[src/rtl/dac_stim_sequencer.sv]
// Sample-driven stimulation sequencer: counts consecutive advancing samples,
// fires a one-cycle trigger at seq_length, then holds off for refract_len samples.
module dac_stim_sequencer #(
  parameter int CNT_W      = 32,
  parameter int STIM_CNT_W = 16
) (
  input  logic                  dataclk,
  input  logic                  reset_n,
  input  logic                  arm,
  input  logic                  sample_strobe,
  input  logic                  dac_advance,
  input  logic [CNT_W-1:0]      seq_length,
  input  logic [CNT_W-1:0]      refract_len,
  input  logic                  clear_count,
  output logic [CNT_W-1:0]      state_counter,
  output logic                  stim_trigger,
  output logic                  in_refractory,
  output logic                  busy,
  output logic [STIM_CNT_W-1:0] stim_count
);

  typedef enum logic [1:0] {S_IDLE, S_RUN, S_TRIG, S_REFR} state_t;

  state_t           state;
  logic [CNT_W-1:0] seq_len_q;
  logic [CNT_W-1:0] refr_len_q;
  logic [CNT_W-1:0] refr_cnt;
  logic [CNT_W:0]   cnt_inc;
  logic [CNT_W:0]   seq_eff;
  logic [CNT_W-1:0] refr_inc;

  // One extra bit so the completion compare cannot be fooled by a wrap.
  assign cnt_inc  = {1'b0, state_counter} + (CNT_W+1)'(1);
  assign seq_eff  = (seq_len_q == '0) ? (CNT_W+1)'(1) : {1'b0, seq_len_q};
  assign refr_inc = refr_cnt + CNT_W'(1);

  always_ff @(posedge dataclk or negedge reset_n) begin
    if (!reset_n) begin
      state         <= S_IDLE;
      state_counter <= '0;
      refr_cnt      <= '0;
      seq_len_q     <= '0;
      refr_len_q    <= '0;
    end else if (!arm) begin
      state         <= S_IDLE;
      state_counter <= '0;
      refr_cnt      <= '0;
    end else begin
      case (state)
        S_IDLE: begin
          state         <= S_RUN;
          seq_len_q     <= seq_length;
          refr_len_q    <= refract_len;
          state_counter <= '0;
          refr_cnt      <= '0;
        end
        S_RUN: begin
          if (sample_strobe) begin
            if (!dac_advance) begin
              state_counter <= '0;
            end else if (cnt_inc >= seq_eff) begin
              state_counter <= '0;
              state         <= S_TRIG;
            end else begin
              state_counter <= cnt_inc[CNT_W-1:0];
            end
          end
        end
        S_TRIG: begin
          refr_cnt <= '0;
          state    <= (refr_len_q != '0) ? S_REFR : S_RUN;
        end
        S_REFR: begin
          state_counter <= '0;
          if (sample_strobe) begin
            if (refr_inc == refr_len_q) begin
              state    <= S_RUN;
              refr_cnt <= '0;
            end else begin
              refr_cnt <= refr_inc;
            end
          end
        end
        default: state <= S_IDLE;
      endcase
    end
  end

  // A trigger already in flight is counted even if arm drops that cycle.
  always_ff @(posedge dataclk or negedge reset_n) begin
    if (!reset_n)
      stim_count <= '0;
    else if (clear_count)
      stim_count <= '0;
    else if (state == S_TRIG && stim_count != '1)
      stim_count <= stim_count + STIM_CNT_W'(1);
  end

  assign stim_trigger  = (state == S_TRIG);
  assign in_refractory = (state == S_REFR);
  assign busy          = (state != S_IDLE);

endmodule

[config.mk]
export PLATFORM = sky130hd
export DESIGN_NAME = dac_stim_sequencer
export DESIGN_NICKNAME = d
export VERILOG_FILES = /design/src/rtl/dac_stim_sequencer.sv
export SDC_FILE = /design/constraint.sdc
export NUM_CORES = 1
export LEC_CHECK = 0
export BUFFER_PORTS_ARGS = -buffer_cell sky130_fd_sc_hd__buf_2
export CORE_MARGIN = 3
export CORE_UTILIZATION = 35
export CTS_BUF_LIST = sky130_fd_sc_hd__clkbuf_4
export DETAILED_ROUTE_END_ITERATION = 10
export GPL_TIMING_DRIVEN = 0
export PLACE_DENSITY = 0.56
export SLEW_MARGIN = 40
export SYNTH_ARGS = -nofsm -noshare
export SYNTH_HDL_FRONTEND = slang
export SYNTH_SLANG_ARGS = --single-unit
[constraint.sdc]
create_clock -name dataclk -period 5 [get_ports dataclk]
set_input_delay 1 -clock dataclk [delete_from_list [all_inputs] [get_ports dataclk]]
set_output_delay 1 -clock dataclk [all_outputs]
set_load 0.03 [all_outputs]
# Word level (Yosys, flattened, before mapping)
# Cells that the tools add are included.
# word_totals
word_cells,54
input_bits,70
ff_bits,146
# op_classes
reduce_logical,12
order_cmp,1
addsub,3
n_mux,20
eq_ne,12
# op_table
cell,n
$mux W32,8
$pmux W32 S2,2
$add A32 B1 Y33 const B,1
$ge A33 B32 Y1,1
$add A32 B1 Y32 const B,1
$eq A32 B32 Y1,1
$logic_not A32 Y1,1
$mux W16,2
$reduce_bool A32 Y1,1
$add A16 B1 Y16 const B,1
$ne A16 B16 Y1 const B,1
$mux W2,7
$ne A3 B3 Y1 const B,4
$ne A3 B2 Y1 const B,3
$pmux W2 S4,1
$reduce_and A2 Y1,3
$reduce_and A5 Y1,1
$eq A2 B2 Y1 const B,2
$reduce_bool A2 Y1,2
$reduce_or A2 Y1,2
$eq A2 B1 Y1 const B,1
$logic_not A2 Y1,1
$logic_and A1 B1 Y1,1

# Longest topological paths before layout
# depth
depth_word,8
depth_mapped,18

# Worst setup path before layout
# OpenSTA, ideal clock, no wires.
# synth_path
path_type,register to register
startpoint,register state_counter[13]
endpoint,register state[1]
n_path_buf,2
setup_slack_ps,873
stages_incl_launch_ff,19
arrival_time_ps,4002
required_time_ps,4875
path_cell_list,dfrtp_1 -> and3_1 -> clkbuf_1 -> and4_1 -> nor4b_1 -> and4_1 -> nand3_1 -> xnor2_1 -> ha_1 -> nand4_1 -> nor2_1 -> nand3_1 -> nor3_1 -> a2bb2oi_1 -> and2_1 -> clkbuf_1 -> nor2b_1 -> o221ai_2 -> mux2_4
# synth_via
elab_chain_cells,4
# synth_rtl
element,line_no,rtl
start: declaration,15,"output logic [CNT_W-1:0] state_counter,"
start signal: assignment,65,state_counter <= cnt_inc[CNT_W-1:0];
$add A32 B1 Y33,33,"assign cnt_inc = {1'b0, state_counter} + (CNT_W+1)'(1);"
$ge A33 B32 Y1,61,end else if (cnt_inc >= seq_eff) begin
$ne A3 B3 Y1 (no source line),n/a,
$reduce_and A5 Y1 (no source line),n/a,
end signal: assignment,71,state <= (refr_len_q != '0) ? S_REFR : S_RUN;
end: declaration,24,state_t state;
# No other way between the ends.
# A chain may end at the register's enable or synchronous reset.

# Final worst setup path
# layout_path
startpoint,register state_counter[0]
endpoint,register state[1]
# The elaborated chain is that of the path after synthesis.

==> flow_summary.toml <==
[run_status]
status = "finished, final reports clean"

[logic_synthesis]
syn_area_sq_mm = 0.00906
synth-async-reset-ratio = 1.00
yosysTopAreaCell = "dfrtp_1"
ys_ff_latch = 146
synth-edff-count = 0
synth_top_area_frac = 0.403
syn_avg_cell_area_sq_um = 9.99
ys.flop_type = "dfrtp_1"
netlist_instances = 907
yosysSeqAreaShare = 0.403
yosys_warnings = 0
netlist_top_cells_area = "dfrtp_1, mux2_2, ha_1"
yosysUniqueCellTypes = 67
syn_nets = 1016

[sta]
slew_headroom = 0.488
finalHoldViolations = 0
tightest_slew_ns = 0.762
fin_crit_ns = 4.53
skew_ns = 0.0253
finalSetupTns_ns = 0
max_clock_freq_mhz = 221
finalSetupViolCount = 0
slew_viol_final = 0
finalCritPeriodShare = 0.905
worst_slack_ns = 0.474
rsz0062_at_grt = "no"
fin_hold_ws_ns = 0.283

[floorplanning]
dieArea_sq_mm = 0.0278
die_w_microns = 167
die_h_microns = 167
initial_core_util = 0.358
fp-row-count = 58
io_pins = 121
core_area_sq_mm = 0.0253

[placed_design]
hpwl_microns = 19100
gp_congestion = 0.860
dp_worst_setup_slack_ns = 0.370
dp_cells = 1357
io_buffers = 118

[clock_network]
htree_levels = 4
ctsHoldBuffers = 0
cts_tree = "done"
cts_root_buf = "clkbuf_4"
clk_latency_ns = 0.56
cts_setup_buffers = 0
clock_sinks = 146
cts.path.max_buffers = 2
cts_buffers = 17
post_cts_resized = 0
clk_pin_slew_ns = 0.13

[global_route]
grt_antenna_before_repair = 5
grt_max_degree = 63
grt_pass1_vias = 7491
overflow = 0
track_usage = 0.183
grt_pass1_wl_microns = 41000

[routing]
routed.top_layer = "met5"
wl_met1_microns = 11400
drtIter0Drc = 459
first_pass_iters = 5
postRouteAntennaNets = 0
drcViolationCount = 0
dr_wl_met2_microns = 12100
viasPerCell = 5.40
wl_per_cell_microns = 18.1
wl_met3_microns = 1240
wl_microns = 25300
vias = 7512

[critical_path]
required_ns = 5.43
cp_cell_sequence = "ha_1 -> nand3_1 -> nor4b_4 -> and4_1 -> nand3_1 -> xnor2_1 -> ha_1 -> nand4_1 -> o311ai_0 -> a21oi_1 -> and2_1 -> clkbuf_1 -> nor2b_1 -> o221ai_2 -> mux2_4"
critPathKind = "reg2reg"
slowest_stage = "nor4b_4"
end_kind = "flip-flop"
cp.depth = 15
crit_fanout = 7
startpoint_type = "flip-flop"
critPathBufInv = 1
reg2regPathDepth = 15
cpPeakStageDelay_ns = 0.53
cp_top_family = "simple AND/OR/NAND/NOR gates"
worst_ep_arrival_time_ns = 4.96

[final_layout]
nets = 1155
fillers = 2525
drive_above_1_share = 0.245
layout-area-overhead-vs-synth_pct = 15.4
final_cells = 1392

[pwr]
swShare = 0.385
p_int_w = 0.00245
power_frac_seq = 0.443
p_sw_w = 0.00153
p_leak_nw = 4.82
pwr_density_cell_mw_per_mm2 = 381
total_power_w = 0.00398
p_comb_frac = 0.363
irDropWorstVdd_v = 0.000178
clkPwrFrac = 0.194

[job]
cap_violations = 0

[min_path]
hold_path_class = "in2async"
-- kinds of logic after synthesis --
kind of cell	after synthesis	synth area share
buf+inv	93	0.0453
flops	146	0.403
mux	71	0.0885
xor+xnor	85	0.0822
compound gates	165	0.138
simple gates	308	0.189
fa+ha+maj	39	0.0539
-- metal layers --
metal | vias to the layer above | global-route usage
li1 | 3622 | -
met1 | 3669 | 0.246
met2 | 186 | 0.295
met3 | 31 | 0.0411
met4 | 4 | 0.0563
met5 | - | 0
-- cell usage in the layout, fill, tap and decap left out, drive strengths merged, types with 4 or more instances in the layout --
| cell type | Yosys | layout |
|---|---|---|
| xnor2 | 55 | 55 |
| inv | 43 | 46 |
| nor2b | 10 | 10 |
| buf | 16 | 136 |
| o31ai | 14 | 14 |
| nor2 | 63 | 63 |
| and2 | 9 | 9 |
| a31o | 16 | 16 |
| ha | 39 | 39 |
| nand3 | 28 | 28 |
| a31oi | 5 | 5 |
| clkinvlp | 0 | 5 |
| mux2 | 67 | 67 |
| o41ai | 4 | 4 |
| a21oi | 23 | 23 |
| a22o | 25 | 25 |
| mux2i | 4 | 4 |
| and4 | 8 | 8 |
| or3 | 6 | 6 |
| o21ai | 28 | 28 |
| nor4 | 31 | 31 |
| xor2 | 30 | 30 |
| nand2b | 7 | 7 |
| clkinv | 0 | 5 |
| nor3 | 17 | 17 |
| nand4 | 37 | 37 |
| nand2 | 61 | 61 |
| clkbuf | 34 | 51 |
| and3 | 20 | 20 |
| a32o | 25 | 25 |
| dfrtp | 146 | 146 |
-- sequential cells by signal, summed over array words and instances (netlist names) --
| signal | count |
|---|---|
| seq_len_q | 32 |
| refr_cnt | 32 |
| state | 2 |
| stim_count | 16 |
| refr_len_q | 32 |
| state_counter | 32 |
-- final cells by class --
cell class / count / area (sq um) / share of cell area
Multi-Input combinational cell: 668 / 5020 / 0.480
Sequential cell: 146 / 3650 / 0.350
Timing Repair Buffer: 120 / 656 / 0.0627
Tap cell: 330 / 413 / 0.0395
Buffer: 50 / 253 / 0.0242
Inverter: 43 / 161 / 0.0154
Clock inverter: 15 / 159 / 0.0152
Clock buffer: 17 / 128 / 0.0122
Antenna cell: 3 / 7.51 / 0.000718
-- synth_stat cells, types with 27 or more instances --
cell type,instances
clkbuf_1,34
ha_1,39
mux2_2,65
nor4_1,27
nand2_1,61
dfrtp_1,146
nand4_1,36
xnor2_1,55
inv_1,43
o21ai_0,28
nor2_1,63
xor2_1,30
-- power by group through the flow --
| stage | Clock (W) | Combinational, W | Sequential, W |
|---|---|---|---|
| after floorplan | 0 | 0.00109 | 0.00168 |
| final | 0.000772 | 0.00144 | 0.00176 |
| after CTS | 0.000806 | 0.00146 | 0.00177 |
| after global routing | 0.000854 | 0.00161 | 0.00181 |
| after global placement | 0 | 0.00142 | 0.00179 |
| after detailed placement | 0 | 0.00145 | 0.00179 |
-- worst paths after layout --
| kind | startpoint | endpoint | slack (ns) |
|---|---|---|---|
| min reg2reg | seq_len_q[22]$_DFFE_PN0P_ | seq_len_q[22]$_DFFE_PN0P_ | 0.56 |
| max in group asynchronous | reset_n | refr_cnt[4]$_DFFE_PN0P_ | 4.11 |
| min | reset_n | state_counter[27]$_DFFE_PN0P_ | 0.28 |
| max | state_counter[0]$_DFFE_PN0P_ | state[1]$_DFFE_PN0P_ | 0.47 |
| min in group dataclk | seq_len_q[22]$_DFFE_PN0P_ | seq_len_q[22]$_DFFE_PN0P_ | 0.56 |
| max reg2reg | state_counter[0]$_DFFE_PN0P_ | state[1]$_DFFE_PN0P_ | 0.47 |
-- worst register-to-register path, stage by stage (launching register included) --
cell and delay, ns:
dfrtp_1 0.51, ha_1 0.29, nand3_1 0.26, nor4b_4 0.53, and4_1 0.34, nand3_1 0.11, xnor2_1 0.16, ha_1 0.31
nand4_1 0.15, o311ai_0 0.53, a21oi_1 0.18, and2_1 0.16, clkbuf_1 0.20, nor2b_1 0.19, o221ai_2 0.14, mux2_4 0.32
-- through the flow --
stage          instance area (sq um)  utilization
6_report                       10400        0.413
4_1_cts                        10400        0.412
3_5_place_dp                   10100        0.400
2_1_floorplan                   9060            -
5_1_grt                        10400        0.413
3_3_place_gp                   10100        0.397
(Power assumes the default switching activity.)
